## src/rtl/seek_ce_pkg.sv

```systemverilog
// Shared widths for the normalisation stage and its downstream f-computation consumer.
// Downstream reads the zero flag as e[ZFLAG_BIT] and the shift count as e[E_WIDTH-2:0].
package seek_ce_pkg;
    localparam int DATAWIDTH = 16;
    localparam int E_WIDTH   = 14;
    localparam int ZFLAG_BIT = E_WIDTH - 1;
endpackage

```

## src/rtl/seek_ce.sv

```systemverilog
// Serial normaliser: shifts the operand left one bit per cycle until its MSB is set,
// then reports the mantissa c and {zero_flag, shift_count} on e with a one-cycle out_en.
module seek_ce
    import seek_ce_pkg::*;
#(
    parameter int DW = DATAWIDTH,
    parameter int EW = E_WIDTH
) (
    input  logic          clk,
    input  logic          reset,
    input  logic [DW-1:0] x,
    input  logic          start,
    input  logic          flush,
    output logic [DW-1:0] c,
    output logic [EW-1:0] e,
    output logic          out_en,
    output logic          busy
);

    typedef enum logic {
        IDLE  = 1'b0,
        SHIFT = 1'b1
    } state_t;

    state_t        state;
    state_t        state_next;
    logic [DW-1:0] sreg;
    logic [DW-1:0] sreg_next;
    logic [EW-2:0] cnt;
    logic [EW-2:0] cnt_next;
    logic [DW-1:0] c_next;
    logic [EW-1:0] e_next;
    logic          out_en_next;

    always_ff @(posedge clk or negedge reset) begin
        if (!reset) begin
            state  <= IDLE;
            sreg   <= '0;
            cnt    <= '0;
            c      <= '0;
            e      <= '0;
            out_en <= 1'b0;
        end else begin
            state  <= state_next;
            sreg   <= sreg_next;
            cnt    <= cnt_next;
            c      <= c_next;
            e      <= e_next;
            out_en <= out_en_next;
        end
    end

    // flush outranks both the completion test and a new start.
    always_comb begin
        state_next  = state;
        sreg_next   = sreg;
        cnt_next    = cnt;
        c_next      = c;
        e_next      = e;
        out_en_next = 1'b0;
        case (state)
            IDLE: begin
                if (start && !flush) begin
                    if (x != '0) begin
                        sreg_next  = x;
                        cnt_next   = '0;
                        state_next = SHIFT;
                    end else begin
                        c_next      = '0;
                        e_next      = {1'b1, {(EW-1){1'b0}}};
                        out_en_next = 1'b1;
                    end
                end
            end
            SHIFT: begin
                if (flush) begin
                    state_next = IDLE;
                end else if (sreg[DW-1]) begin
                    c_next      = sreg;
                    e_next      = {1'b0, cnt};
                    out_en_next = 1'b1;
                    state_next  = IDLE;
                end else begin
                    sreg_next = sreg << 1;
                    cnt_next  = cnt + {{(EW-2){1'b0}}, 1'b1};
                end
            end
            default: state_next = IDLE;
        endcase
    end

    assign busy = (state == SHIFT);

endmodule

```

## config.mk

```make
export PLATFORM = sky130hd
export DESIGN_NAME = seek_ce
export DESIGN_NICKNAME = d
export VERILOG_FILES = /design/src/rtl/seek_ce_pkg.sv /design/src/rtl/seek_ce.sv
export SDC_FILE = /design/constraint.sdc
export NUM_CORES = 1
export LEC_CHECK = 0
export ABC_AREA = 1
export CAP_MARGIN = 20
export CELL_PAD_IN_SITES_DETAIL_PLACEMENT = 1
export CELL_PAD_IN_SITES_GLOBAL_PLACEMENT = 1
export CORE_UTILIZATION = 35
export DETAILED_ROUTE_END_ITERATION = 8
export PLACE_DENSITY_LB_ADDON = 0.25
export SLEW_MARGIN = 20
export SYNTH_ARGS = -nofsm -noshare
export SYNTH_HDL_FRONTEND = slang
export SYNTH_SLANG_ARGS = --single-unit
```

## constraint.sdc

```tcl
create_clock -name clk -period 1.5 [get_ports clk]
set_clock_uncertainty 0.2 [all_clocks]
set_input_delay 0.3 -clock clk [delete_from_list [all_inputs] [get_ports clk]]
set_output_delay 0.3 -clock clk [all_outputs]
set_load 0.02 [all_outputs]
```

==> qor.csv, run 1 <==
stage,metric,value,unit
status,status,"finished, violations left",
status,violations,negative setup slack,
power,p_comb_share,32.7,%
synth,syn_area,3159,sq um
worst_setup_path,worst_path_most_repeated_cell,nand2_2,
worst_setup_path,crit_type,in2reg,
worst_setup_path,crit_required,1.53,ns
power,vdd_ir_drop_max,416.8,uV
worst_setup_path,path_delay_family,simple AND/OR/NAND/NOR gates,
worst_setup_path,cp_max_fo,7,
global_routing,grt_max_degree,62,
global_routing,grt_usage,22.56,%
cells_and_area,layout-drive-gt1-share,41.32,%
sta,finalSetupTns,-6.493,ns
synth,synth_xor_area_share,0,%
sta,tightest_slew,0.3448,ns
synth,ys_types,26,
detailed_routing,dr.pass1.iters,4,
power,p_per_area,1122,nW/um^2
cts,cts.clk_slew.worst_paths,0.07,ns
place,io_buffers,51,
sta,period_share,113.4,%
cells_and_area,multi_input_area,1718,sq um
power,p_sw,2.005,mW
synth,syn_avg_cell_area,7.859,sq um
synth,synth_area_leaders,"dfrtp_1 (48%), nand2_1 (22%), nand3_1 (6.5%)",
floorplanning,core,8721,sq um
cells_and_area,stdcell_area,4773,sq um
synth,yosys_warnings,0,
floorplanning,rows,34,
synth,syn-num-nets,423,
global_routing,grt_remaining_overflow,0,
worst_setup_path,crit_path_start_kind,primary input,
sta,clock.fmax,587.8,MHz
global_routing,grt_pass1_vias,3373,
detailed_routing,vias,3343,
cts,htree_levels,3,
hold_path,holdPathStages,2,
power,clkPwrFrac,24.2,%
cts,numCtsBuffers,9,
synth,synthAdderAreaFrac,0.3960,%
hold_path,hold_path_class,reg2reg,
sta,hold_violations,0,
cells_and_area,area_growth,51.09,%
cells_and_area,seq_area,1529,sq um
worst_setup_path,crit_arrival,1.73,ns
place,place_ws,-0.4931,ns
detailed_routing,via_per_inst,5.240,
worst_setup_path,worst-path-buf-inv,2,
cells_and_area,fill_cells,1039,
power,power_frac_seq,43.2,%
synth,synth-compound-area-share,2.297,%
floorplanning,fp.dieArea,9410,sq um
cells_and_area,final_cell_mix,"nand2_1 (138), dfrtp_1 (59), buf_4 (58)",
place,dpl.hpwl,6.874,mm
synth,synth_top_area_share,48.32,%
sta,layout_setup_ws,-0.2013,ns
global_routing,grt_pass1_wl,16.94,mm
power,p_leak,2.480,nW
place,place_area,4177,sq um
worst_setup_path,worst_path_max_delay_cell,dlygate4sd2_1,
detailed_routing,wirelength,11.57,mm
job,max_cap_violations,0,
synth,ys_ff_latch,61,
detailed_routing,ant_nets,0,
synth,synth_mux_area_share,0,%
synth,synth_top_cell_by_area,dfrtp_1,
cells_and_area,nets,547,
detailed_routing,drc,0,
floorplanning,pin_count,52,
sta,rsz0062_at_grt,true,
worst_setup_path,path_depth,10,
cts,cts_tree,built,
sta,final_max_slew_viol_count,0,
floorplanning,die_h,97.01,um
worst_setup_path,worstPathCellList,dlygate4sd2_1 -> nor2_1 -> nand2_1 -> nor2_4 -> nand2_2 -> nand2_2 -> nand3_4 -> buf_12 -> nand2_2 -> nand2_1,
worst_setup_path,worstRegToRegCells,7,
cts,cts_max_path_buffers,2,
synth,synthSimpleGateAreaFrac,41.86,%
place,gp_congestion,0.8068,
cts,clock-sinks,61,
synth,ys_seq_area_share,48.32,%
floorplanning,initial_utilization,36.23,%
cells_and_area,final_common_cell,nand2_1,
synth,synth_top_family_by_area,simple AND/OR/NAND/NOR gates,
detailed_routing,wl_per_cell,18.13,um
detailed_routing,drtIter0Drc,149,
cells_and_area,final_core_util,54.73,%
cells_and_area,antennaDiodeCount,0,
worst_setup_path,worst_setup_path_end_kind,flop,
worst_setup_path,cpPeakStageDelay,0.27,ns
power,power.internal,3.348,mW
cts,cts-root-buf,clkbuf_8,
power,switching_share,37.46,%
sta,relSlewSlack,77.02,%
floorplanning,die_x,97.01,um
synth,syn_inst,402,
sta,setup_viol,57,
cts,clk_latency,0.34,ns
sta,min_period,1.701,ns
global_routing,antenna_found_initial,0,
logic make-up after synthesis:
kind of cell,Yosys count
buffers and inverters,36
adder cells (fa/ha/maj),1
AO/OA/AOI/OAI,11
AND/OR/NAND/NOR,293
flip-flops,61
cell usage after synthesis, drive strengths merged:
master and n:
a21oi 4, buf 19, clkbuf 3, dfrtp 61, ha 1, inv 14, nand2 187, nand3 54
nand4 18, nor2 32, nor3 2, o21a 2, o21ai 4, o22ai 1
what timing repair did:
item                       CTS  global route
hold endpoints to repair    61             0
pin swaps                   23            13
setup endpoints to repair   91            77
gates resized for setup    161            83
cloned                       3             2
hold buffers                 1             0
setup buffers                8            13
worst reg2reg max path, delay by kind of cell (launching register included):
kind            cells  cell delay [ns]
buf+inv             3             0.41
flops               1             0.40
simple gates        3             0.33
compound gates      1             0.21
flip-flops by register name, indices dropped and copies added (netlist names):
| signal | cells |
|---|---|
| busy | 1 |
| c | 16 |
| cnt | 13 |
| e | 14 |
| out_en | 1 |
| sreg | 16 |
metrics by stage:
| step | hold WS (ns) | std cells | total power [mW] |
|---|---|---|---|
| finish | 0.2753 | 638 | 5.354 |
| global route | 0.3040 | 638 | 5.623 |
| CTS | 0.2662 | 626 | 5.117 |
| detailed placement | 0.1402 | 599 | 3.838 |
| global placement | 0.1359 | 599 | 3.776 |
| floorplan | -0.1956 | 402 | 2.996 |
layout make-up:
class                      count  share of cell area, %
sequential                    61                  32.03
timing repair buffer         133                  24.27
clock buffer                  10                  2.883
tap                          108                  2.831
clock inverter                 5                 0.5767
multi-input combinational    307                  35.99
inverter                      14                  1.415
power by group through the flow:
stage | Sequential [mW] | Combinational, mW | Clock [mW]
floorplan | 2.43 | 0.565 | 0
CTS | 2.25 | 1.56 | 1.30
global route | 2.34 | 1.89 | 1.39
finish | 2.31 | 1.75 | 1.29
detailed placement | 2.26 | 1.58 | 0
global placement | 2.25 | 1.53 | 0
routing by layer:
layer | track usage, % | vias to the layer above | share of wire (%)
li1 | - | 1544 | -
met1 | 30.57 | 1673 | 42
met2 | 36.84 | 103 | 50
met3 | 2.962 | 23 | 4.9
met4 | 8.266 | 0 | 2.1
met5 | 0 | - | 0
final timing paths:
kind | start | end | slack (ns)
worst max-delay path | x[3] | e[12] | -0.20
worst max register to register | busy | e[12] | -0.15
worst min-delay path | e[7] | e[7] | 0.28
max in group asynchronous | reset | busy | 0.50
min in group asynchronous | reset | sreg[0] | 0.31
worst min register to register | e[7] | e[7] | 0.28
(Power assumes the default switching activity.)
==> run 2, diff against run 1 <==
--- a/config.mk
+++ b/config.mk
@@ -10,6 +10,7 @@
 export CELL_PAD_IN_SITES_DETAIL_PLACEMENT = 1
 export CELL_PAD_IN_SITES_GLOBAL_PLACEMENT = 1
 export CORE_UTILIZATION = 35
+export CTS_CLUSTER_DIAMETER = 80
 export DETAILED_ROUTE_END_ITERATION = 8
 export PLACE_DENSITY_LB_ADDON = 0.25
 export SLEW_MARGIN = 20
==> results of run 2 <==
The final DEF is identical to that of run 1; final timing and power are the same.
==> run 3, diff against run 2 <==
--- a/config.mk
+++ b/config.mk
@@ -5,11 +5,10 @@
 export SDC_FILE = /design/constraint.sdc
 export NUM_CORES = 1
 export LEC_CHECK = 0
-export ABC_AREA = 1
 export CAP_MARGIN = 20
 export CELL_PAD_IN_SITES_DETAIL_PLACEMENT = 1
 export CELL_PAD_IN_SITES_GLOBAL_PLACEMENT = 1
-export CORE_UTILIZATION = 35
+export CORE_UTILIZATION = 36
 export CTS_CLUSTER_DIAMETER = 80
 export DETAILED_ROUTE_END_ITERATION = 8
 export PLACE_DENSITY_LB_ADDON = 0.25
==> run 3 against run 2 <==
The flow still finishes with violations (negative setup slack). Core utilization is 11 points higher. Critical path depth is 5 lower. Final cell count is 24% lower. Wire length is 9.7% higher. Sequential share of layout area is 0.23 points higher. Sequential power is 6% lower. Count of clock-buffer cells in the layout is 2 higher. Largest power group unchanged. Highest routed layer unchanged.
==> qor.csv, run 3 <==
stage,metric,value,unit,change
synth,yosys_warnings,0,,unchanged
place,place_ws,-1.076,ns,was -0.4931 ns
cells_and_area,fill_cells,760,,was 1039
synth,synthSimpleGateAreaFrac,12.03,%,was 41.86%
synth,synth_common_cells,"dfrtp_1 (61), a22o_1 (29), inv_1 (17)",,"was nand2_1 (182), dfrtp_1 (61), nand3_1 (41)"
floorplanning,rows,31,,was 34
worst_setup_path,cpPeakStageDelay,0.49,ns,was 0.27 ns
cells_and_area,multi_input_area,1495,sq um,was 1718 sq um
cells_and_area,antennaDiodeCount,0,,unchanged
synth,ys_async_sr_fraction,100.0,%,unchanged
cts,numCtsBuffers,9,,unchanged
cells_and_area,final_cell_mix,"dfrtp_1 (59), buf_4 (45), buf_2 (40)",,"was nand2_1 (138), dfrtp_1 (59), buf_4 (58)"
worst_setup_path,crit_required,1.54,ns,was 1.53 ns
floorplanning,fp.dieArea,7861,sq um,was 9410 sq um
cells_and_area,layout-drive-gt1-share,56.99,%,was 41.32%
place,place_area,3774,sq um,was 4177 sq um
worst_setup_path,crit_path_start_kind,flop,,was primary input
synth,synth-compound-area-share,23.32,%,was 2.297%
sta,min_period,1.956,ns,was 1.701 ns
synth,synth_top_family_by_area,compound AO/OA/AOI/OAI gates,,was simple AND/OR/NAND/NOR gates
synth,synth_xor_area_share,0,%,unchanged
sta,rsz0062_at_grt,true,,unchanged
power,vdd_ir_drop_max,835.0,uV,was 416.8 uV
place,dpl.hpwl,5.210,mm,was 6.874 mm
sta,relSlewSlack,71.42,%,was 77.02%
global_routing,antenna_found_initial,0,,unchanged
global_routing,grt_pass1_vias,2855,,was 3373
sta,layout_setup_ws,-0.4556,ns,was -0.2013 ns
worst_setup_path,path_delay_family,simple AND/OR/NAND/NOR gates,,unchanged
synth,syn_area,2704,sq um,was 3159 sq um
detailed_routing,dr.pass1.iters,4,,unchanged
synth,syn_inst,245,,was 402
sta,final_max_slew_viol_count,0,,unchanged
synth,syn-num-nets,266,,was 423
synth,synth_top_cell_by_area,dfrtp_1,,unchanged
sta,clock.fmax,511.4,MHz,was 587.8 MHz
worst_setup_path,worst-path-buf-inv,0,,was 2
detailed_routing,ant_nets,0,,unchanged
place,place_inst,426,,was 599
power,p_per_area,1200,nW/um^2,was 1122 nW/um^2
power,p_leak,2.307,nW,was 2.480 nW
detailed_routing,drtIter0Drc,138,,was 149
floorplanning,initial_utilization,37.28,%,was 36.23%
status,violations,negative setup slack,,unchanged
status,status,"finished, violations left",,unchanged
detailed_routing,wirelength,12.69,mm,was 11.57 mm
place,gp_congestion,0.8077,,was 0.8068
cts,htree_levels,3,,unchanged
cts,cts_max_path_buffers,2,,unchanged
synth,synth_top_area_share,56.46,%,was 48.32%
worst_setup_path,worstPathCellList,ha_4 -> nand4_1 -> or4_4 -> and3_4 -> a211o_1,,was dlygate4sd2_1 -> nor2_1 -> nand2_1 -> nor2_4 -> nand2_2 -> nand2_2 -> nand3_4 -> buf_12 -> nand2_2 -> nand2_1
cells_and_area,stdcell_count,485,,was 638
worst_setup_path,worst_path_max_delay_cell,or4_4,,was dlygate4sd2_1
cells_and_area,area_growth,75.29,%,was 51.09%
floorplanning,pin_count,52,,unchanged
synth,synth_edf_count,0,,unchanged
power,finalPower,5.686,mW,was 5.354 mW
cts,cts.clk_slew.worst_paths,0.08,ns,was 0.07 ns
place,io_buffers,51,,unchanged
floorplanning,die_x,88.67,um,was 97.01 um
detailed_routing,drc,0,,unchanged
cts,clock-sinks,61,,unchanged
floorplanning,core,7253,sq um,was 8721 sq um
worst_setup_path,crit_type,reg2reg,,was in2reg
global_routing,grt_max_degree,62,,unchanged
cells_and_area,final_core_util,65.34,%,was 54.73%
sta,holdWs,0.02740,ns,was 0.2753 ns
cells_and_area,stdcell_area,4740,sq um,was 4773 sq um
synth,synth_ff_type,dfrtp_1,,unchanged
global_routing,grt_remaining_overflow,0,,unchanged
cts,cts_tree,built,,unchanged
synth,ys_types,42,,was 26
hold_path,hold_path_class,in2reg,,was reg2reg
global_routing,grt_usage,32.16,%,was 22.56%
synth,synthAdderAreaFrac,0.4627,%,was 0.3960%
worst_setup_path,cp_max_fo,2,,was 7
synth,synth_area_leaders,"dfrtp_1 (56%), a22o_1 (9.4%), a22oi_1 (3.6%)",,"was dfrtp_1 (48%), nand2_1 (22%), nand3_1 (6.5%)"
sta,tightest_slew,0.4277,ns,was 0.3448 ns
worst_setup_path,crit_arrival,2.00,ns,was 1.73 ns
detailed_routing,via_per_inst,5.744,,was 5.240
cells_and_area,seq_area,1529,sq um,unchanged
job,max_cap_violations,0,,unchanged
detailed_routing,wl_per_cell,26.17,um,was 18.13 um
sta,period_share,130.4,%,was 113.4%
sta,setup_viol,61,,was 57
worst_setup_path,worst_setup_path_end_kind,flop,,unchanged
synth,ys_ff_latch,61,,unchanged
cells_and_area,reg_top3,"c (16), sreg (16), e (14)",,unchanged
synth,synth_mux_area_share,2.267,%,was 0%
detailed_routing,vias,2786,,was 3343
global_routing,grt_pass1_wl,17.38,mm,was 16.94 mm
cells_and_area,nets,402,,was 547
cts,cts-root-buf,clkbuf_8,,unchanged
sta,finalSetupTns,-13.02,ns,was -6.493 ns
synth,syn_avg_cell_area,11.04,sq um,was 7.859 sq um
synth,synthMostInstantiatedCell,dfrtp_1,,was nand2_1
cts,clk_latency,0.36,ns,was 0.34 ns
synth,ys_seq_area_share,56.46,%,was 48.32%
cells_and_area,final_common_cell,dfrtp_1,,was nand2_1
sta,hold_violations,0,,unchanged
floorplanning,die_h,88.67,um,was 97.01 um
==> run 3: changes by cell type after synthesis, sizes merged, moves of 9 or more <==
cell / change
nand2: -175
nand3: -51
a22o: +29
nor2: -18
nand4: -16
a22oi: +13
o21ai: +13
buf: -9
==> run 3: worst register-to-register path, cell delays in order (launching register included) <==
cell	delay, ns
dfrtp_1	0.42
ha_4	0.16
nand4_1	0.15
or4_4	0.49
and3_4	0.19
a211o_1	0.23
==> run 3: final timing paths <==
check,startpoint,slack [ns],endpoint,cells after the start
setup / recovery,cnt[0],-0.46,cnt[12],5
hold / removal,x[0],0.03,sreg[0],3
setup reg to reg,cnt[0],-0.46,cnt[12],5
hold reg to reg,e[3],0.30,e[3],1
max in group asynchronous,reset,0.50,busy,3
min in group asynchronous,reset,0.28,c[10],3
==> run 3: layer usage <==
layer  track usage (%)  part of all wire [%]
met2             51.75                    49
met1             39.22                    39
met4             20.97                   5.6
met5                 0                     0
met3             6.623                   6.8
==> run 3: power by group <==
group / internal (mW) / switching, mW / total (mW)
logic: 0.761 / 0.886 / 1.65
clock network: 1.15 / 0.724 / 1.87
registers: 1.93 / 0.231 / 2.17
==> run 3: area by class of cell <==
class	count	share of cell area [%]
tap	99	2.614
clock inverter	4	2.006
multi-input combinational	149	31.55
clock buffer	12	3.062
timing repair buffer	141	26.85
inverter	19	1.663
sequential	61	32.26
==> run 3: kinds of logic after synthesis <==
kind of cell,Yosys count
AND/OR/NAND/NOR,58
multiplexers,6
AO/OA/AOI/OAI,83
adder cells (fa/ha/maj),1
flip-flops,61
buffers and inverters,36
==> run 3: repair_timing <==
| item | 4_1_cts | 5_1_grt |
|---|---|---|
| gates cloned | 6 | 0 |
| endpoints found under the hold margin | 61 | 0 |
| setup endpoints to repair | 93 | 83 |
| hold buffers | 1 | 0 |
| pin swaps | 20 | 20 |
| setup buffers | 35 | 18 |
| resized for setup | 223 | 78 |
